--- src/rtl/conv_layer_sequencer.sv ---
// Multi-layer run controller for the conv AXIS wrapper: walks a descriptor table,
// resets the wrapper before each layer and gates the input stream while a layer runs.
module conv_layer_sequencer #(
   parameter int unsigned MAX_LAYERS = 16,
   parameter int unsigned LIDX_W     = 4,
   parameter int unsigned CH_IN_W    = 10,
   parameter int unsigned IM_W_W     = 10,
   parameter int unsigned NBLK_W     = 10,
   parameter int unsigned RST_CYC    = 4
) (
   input  logic                                   aclk,
   input  logic                                   areset,
   input  logic                                   cfg_we,
   input  logic [LIDX_W-1:0]                      cfg_addr,
   input  logic [2+CH_IN_W+IM_W_W+NBLK_W-1:0]     cfg_wdata,
   input  logic [LIDX_W:0]                        num_layers,
   input  logic                                   start,
   input  logic                                   abort,
   output logic                                   busy,
   output logic                                   done,
   output logic [LIDX_W-1:0]                      layer_idx,
   output logic [31:0]                            beat_cnt,
   output logic                                   conv_aresetn,
   output logic                                   conv_mode,
   output logic                                   max_mode,
   output logic [CH_IN_W-1:0]                     ch_in,
   output logic [IM_W_W-1:0]                      im_width,
   output logic [NBLK_W-1:0]                      num_blocks,
   input  logic                                   src_tvalid,
   output logic                                   src_tready,
   output logic                                   conv_s_tvalid,
   input  logic                                   conv_s_tready,
   input  logic                                   conv_finished,
   input  logic                                   conv_m_tvalid,
   input  logic                                   conv_m_tready,
   input  logic                                   conv_m_tlast
);

   localparam int unsigned CFG_W  = 2 + CH_IN_W + IM_W_W + NBLK_W;
   localparam int unsigned RCNT_W = (RST_CYC > 1) ? $clog2(RST_CYC) : 1;
   localparam logic [RCNT_W-1:0] RST_LAST = RCNT_W'(RST_CYC - 1);
   localparam logic [LIDX_W:0]   MAX_NUM  = (LIDX_W + 1)'(MAX_LAYERS);

   typedef enum logic [2:0] {StIdle, StLoad, StRst, StRun, StNext, StFin} state_e;

   state_e             state_q;
   logic [CFG_W-1:0]   table_q [MAX_LAYERS];
   logic [LIDX_W:0]    num_q;
   logic [RCNT_W-1:0]  rst_cnt_q;
   logic               fin_f_q;
   logic               last_f_q;
   logic               m_beat;
   logic               fin_now;
   logic               last_now;
   logic [LIDX_W:0]    num_clamped;

   assign m_beat      = conv_m_tvalid & conv_m_tready;
   assign fin_now     = fin_f_q | conv_finished;
   assign last_now    = last_f_q | (m_beat & conv_m_tlast);
   assign num_clamped = (num_layers > MAX_NUM) ? MAX_NUM : num_layers;

   assign src_tready    = conv_s_tready & (state_q == StRun);
   assign conv_s_tvalid = src_tvalid & (state_q == StRun);

   // Descriptor table survives reset and is write-protected while a run is active.
   always_ff @(posedge aclk) begin
      if (cfg_we && !busy) begin
         table_q[cfg_addr] <= cfg_wdata;
      end
   end

   always_ff @(posedge aclk or posedge areset) begin
      if (areset) begin
         state_q      <= StIdle;
         busy         <= 1'b0;
         done         <= 1'b0;
         layer_idx    <= '0;
         beat_cnt     <= '0;
         conv_aresetn <= 1'b0;
         conv_mode    <= 1'b0;
         max_mode     <= 1'b0;
         ch_in        <= '0;
         im_width     <= '0;
         num_blocks   <= '0;
         num_q        <= '0;
         rst_cnt_q    <= '0;
         fin_f_q      <= 1'b0;
         last_f_q     <= 1'b0;
      end else begin
         done <= 1'b0;
         if (abort && busy) begin
            state_q      <= StIdle;
            busy         <= 1'b0;
            conv_aresetn <= 1'b0;
         end else begin
            unique case (state_q)
               StIdle: begin
                  if (start) begin
                     if (num_clamped != '0) begin
                        num_q     <= num_clamped;
                        layer_idx <= '0;
                        busy      <= 1'b1;
                        state_q   <= StLoad;
                     end else begin
                        done    <= 1'b1;
                        state_q <= StFin;
                     end
                  end
               end
               StLoad: begin
                  {conv_mode, max_mode, ch_in, im_width, num_blocks} <= table_q[layer_idx];
                  beat_cnt     <= '0;
                  fin_f_q      <= 1'b0;
                  last_f_q     <= 1'b0;
                  conv_aresetn <= 1'b0;
                  rst_cnt_q    <= '0;
                  state_q      <= StRst;
               end
               StRst: begin
                  if (rst_cnt_q == RST_LAST) begin
                     conv_aresetn <= 1'b1;
                     state_q      <= StRun;
                  end else begin
                     rst_cnt_q <= rst_cnt_q + RCNT_W'(1);
                  end
               end
               StRun: begin
                  if (m_beat) begin
                     beat_cnt <= beat_cnt + 32'd1;
                  end
                  fin_f_q  <= fin_now;
                  last_f_q <= last_now;
                  // Completion needs both events, in either order or together.
                  if (fin_now && last_now) begin
                     state_q <= StNext;
                  end
               end
               StNext: begin
                  if ({1'b0, layer_idx} == num_q - (LIDX_W + 1)'(1)) begin
                     busy    <= 1'b0;
                     done    <= 1'b1;
                     state_q <= StFin;
                  end else begin
                     layer_idx <= layer_idx + LIDX_W'(1);
                     state_q   <= StLoad;
                  end
               end
               StFin: begin
                  state_q <= StIdle;
               end
               default: begin
                  state_q <= StIdle;
               end
            endcase
         end
      end
   end

endmodule

--- config.mk ---
export PLATFORM = sky130hd
export DESIGN_NAME = conv_layer_sequencer
export DESIGN_NICKNAME = d
export VERILOG_FILES = /design/src/rtl/conv_layer_sequencer.sv
export SDC_FILE = /design/constraint.sdc
export NUM_CORES = 1
export LEC_CHECK = 0
export CAP_MARGIN = 40
export CORE_UTILIZATION = 55
export CTS_CLUSTER_SIZE = 20
export DETAILED_ROUTE_END_ITERATION = 7
export PLACE_DENSITY = 0.79
export SLEW_MARGIN = 20
export SYNTH_ARGS = -nofsm -noshare
export SYNTH_HDL_FRONTEND = slang
export SYNTH_SLANG_ARGS = --single-unit
export TNS_END_PERCENT = 10
--- constraint.sdc ---
create_clock -name aclk -period 4.5 [get_ports aclk]
set_input_delay 0.9 -clock aclk [delete_from_list [all_inputs] [get_ports aclk]]
set_output_delay 0.9 -clock aclk [all_outputs]
set_load 0.05 [all_outputs]
==> impl_metrics.tcl <==
set metrics [dict create \
    status "finished, final reports clean" \
    drcViolationCount 0 \
    cp-end-kind "primary output" \
    grt_max_degree 133 \
    cts_buffers 57 \
    crit_required_ns 3.60 \
    syn_area_um2 23280 \
    cp-start-kind "register" \
    p_per_area_nw_per_um2 517.5 \
    vias 12040 \
    viasPerCell 6.257 \
    grt-ovfl-total 0 \
    firstDrtPassIters 5 \
    cts_tree "done" \
    cts_hold_buf 0 \
    final_nets 1393 \
    totalWireLength_um 49760 \
    yosys-top-cells-area "edfxtp_1 66%, mux4_2 12%, dfrtp_1 8.9%" \
    synth_nets 1235 \
    clk_latency_ns 0.61 \
    synth.most_common_cell "edfxtp_1" \
    initial_core_util_pct 55.63 \
    die_height_um 207.7 \
    synth.distinct_cells 58 \
    r2r-start "layer_idx[0]$_DFFE_PP0P_" \
    use_met3_pct 4.312 \
    fin_crit_sh_pct 78.18 \
    n_fill_cell 2729 \
    cts_root_buf "clkbuf_16" \
    grt_pass1_vias 12700 \
    synth_top_area_share_pct 66.04 \
    arrival_ns 2.62 \
    clk_path_buf_depth 3 \
    final_cell_area_um2 27390 \
    leakagePower_uw 0.009323 \
    synthFlopType "edfxtp_1" \
    synth_seq_cells 595 \
    busiest_layer "met2" \
    rows 75 \
    fin_crit_ns 3.518 \
    cts_htree_levels 2 \
    rsz0062_at_grt "no" \
    postCtsSetupRepairBufs 0 \
    synth_area_per_cell_um2 19.75 \
    maxSlewHeadroom_pct 45.10 \
    synthToLayoutAreaGrowth_pct 17.64 \
    synth_largest_area_cell "edfxtp_1" \
    min_from "ch_in[2]$_DFFE_PP0P_" \
    die_x_um 207.7 \
    dpl.hpwl_um 27250 \
    cts.clk_slew.worst_paths_ns 0.06 \
    antenna_found_initial 0 \
    skew_ns 0.02635 \
    ir_worst_vdd_v 0.0004487 \
    synth_edf_count 512 \
    netlist_instances 1179 \
    numPortBuffers 124 \
    drtIter0Drc 1255 \
    cts-resized-gates 0 \
    clock_sinks 595 \
    detail-route-antenna-nets 0 \
    synth-async-reset-ratio_pct 13.95 \
    synth_seq_area_share_pct 74.96 \
    grtUsageTotal_pct 23.87 \
    place.gp.congestion 0.8018 \
    maxSlewViolCount 0 \
    dieArea_um2 43160 \
    critPathMaxFanout 17 \
    yosys_warnings 0 \
    ios 125 \
    crit_start "state_q[1]$_DFFE_PP0P_" \
    use_met1_pct 33.70 \
    post_dp_cell_area_um2 25430 \
    finalSetupViolCount 0 \
    use_met2_pct 38.53 \
    worst_slew_pin_slew_ns 0.8235 \
    drive_gt1_share_pct 20.94 \
    setup_tns_ns 0 \
    wl_per_cell_um 25.86 \
    timing.fmax_mhz 284.2 \
    grt_pass1_wl_um 76510 \
    worstSetupPathType "register to primary output" \
    core_um2 41850 \
    diodes 0 \
    hold_viol 0 \
    hold_class "register to register" \
    synth_common_cells "512 x edfxtp_1, 128 x mux4_2, 83 x dfrtp_1" \
    drv_cap 0 \
]
logic make-up after synthesis:
kind of cell,share of synthesized area (%)
flops,74.96
mux,15.37
simple gates,4.294
compound gates,2.736
buf+inv,1.333
xor+xnor,1.091
fa+ha+maj,0.2150
cells in the final DEF (no fill, tap or decap), types with 4 or more instances in the layout:
master	instances
a21oi_1	12
and3_1	8
buf_12	4
buf_4	32
bufinv_16	8
clkbuf_1	14
clkbuf_16	58
clkbuf_8	7
clkdlybuf4s50_1	124
clkinv_1	5
clkinv_2	11
dfrtp_1	81
edfxtp_1	512
ha_1	4
inv_1	9
mux2_2	4
mux2i_1	65
mux4_2	128
nand2_1	60
nand2b_1	8
nand3_1	11
nand4_1	6
nor2_1	33
nor2_4	12
nor3_1	10
nor3_2	4
nor4_1	13
o21ai_0	15
o221ai_1	32
or3_1	6
xnor2_1	26
cell type report:
type,instances,area [µm²],area share [%]
clock buffers,79,1600,5.843
clock inverters,28,359.1,1.311
inverters,11,45.04,0.1645
multi-input cells,510,5634,20.57
flip-flops and latches,595,17460,63.75
well taps,539,674.4,2.462
repair buffers,162,1617,5.902
sequential cells by signal (all words and copies together) (netlist names):
| register | count |
|---|---|
| table_q | 512 |
| beat_cnt | 32 |
| ch_in | 10 |
| im_width | 10 |
| num_blocks | 10 |
| num_q | 5 |
| layer_idx | 4 |
| state_q | 3 |
| rst_cnt_q | 2 |
| busy | 1 |
| conv_aresetn | 1 |
| conv_mode | 1 |
| done | 1 |
| fin_f_q | 1 |
| last_f_q | 1 |
| max_mode | 1 |
metal layers:
metal / share of wire (%) / vias up
li1: - / 5123
met1: 41 / 6292
met2: 50 / 540
met3: 6.9 / 83
met4: 2.4 / 0
met5: 0 / -
critical path, stage by stage, from the launching register on:
cell             delay [ns]
dfrtp_1                0.66
nor2b_1                0.36
and3_1                 0.20
clkdlybuf4s50_1        0.79
final timing paths:
| check | end | cells after the start | slack [ns] |
|---|---|---|---|
| setup / recovery | conv_s_tvalid | 3 | 0.98 |
| hold / removal | ch_in[2]$_DFFE_PP0P_ | 2 | 0.50 |
| setup reg to reg | num_blocks[4]$_DFFE_PP0P_ | 4 | 1.92 |
| hold reg to reg | ch_in[2]$_DFFE_PP0P_ | 2 | 0.50 |
| max in group asynchronous | layer_idx[0]$_DFFE_PP0P_ | 3 | 3.22 |
| min in group asynchronous | im_width[6]$_DFFE_PP0P_ | 2 | 0.65 |
per-stage QoR:
stage | worst slack [ns] | total power [µW] | cells | util, % | hold slack, ns
floorplan | 0.4940 | 8435 | 1179 | - | 0.4634
global route | 0.8635 | 14660 | 1924 | 65.44 | 0.5328
CTS | 0.9665 | 14280 | 1924 | 65.44 | 0.4995
finish | 0.9818 | 14170 | 1924 | 65.44 | 0.4955
detailed placement | 1.284 | 9314 | 1817 | 60.76 | 0.4837
global placement | 1.290 | 9215 | 1814 | 60.58 | 0.4697
report_power, final:
part	total, µW	switching (µW)	leakage, µW	internal, µW
clock network	4970	2020	0.000955	2950
logic	2590	1530	0.00267	1060
registers	6620	311	0.00570	6310
No activity file was read; power rests on OpenSTA's default activity.
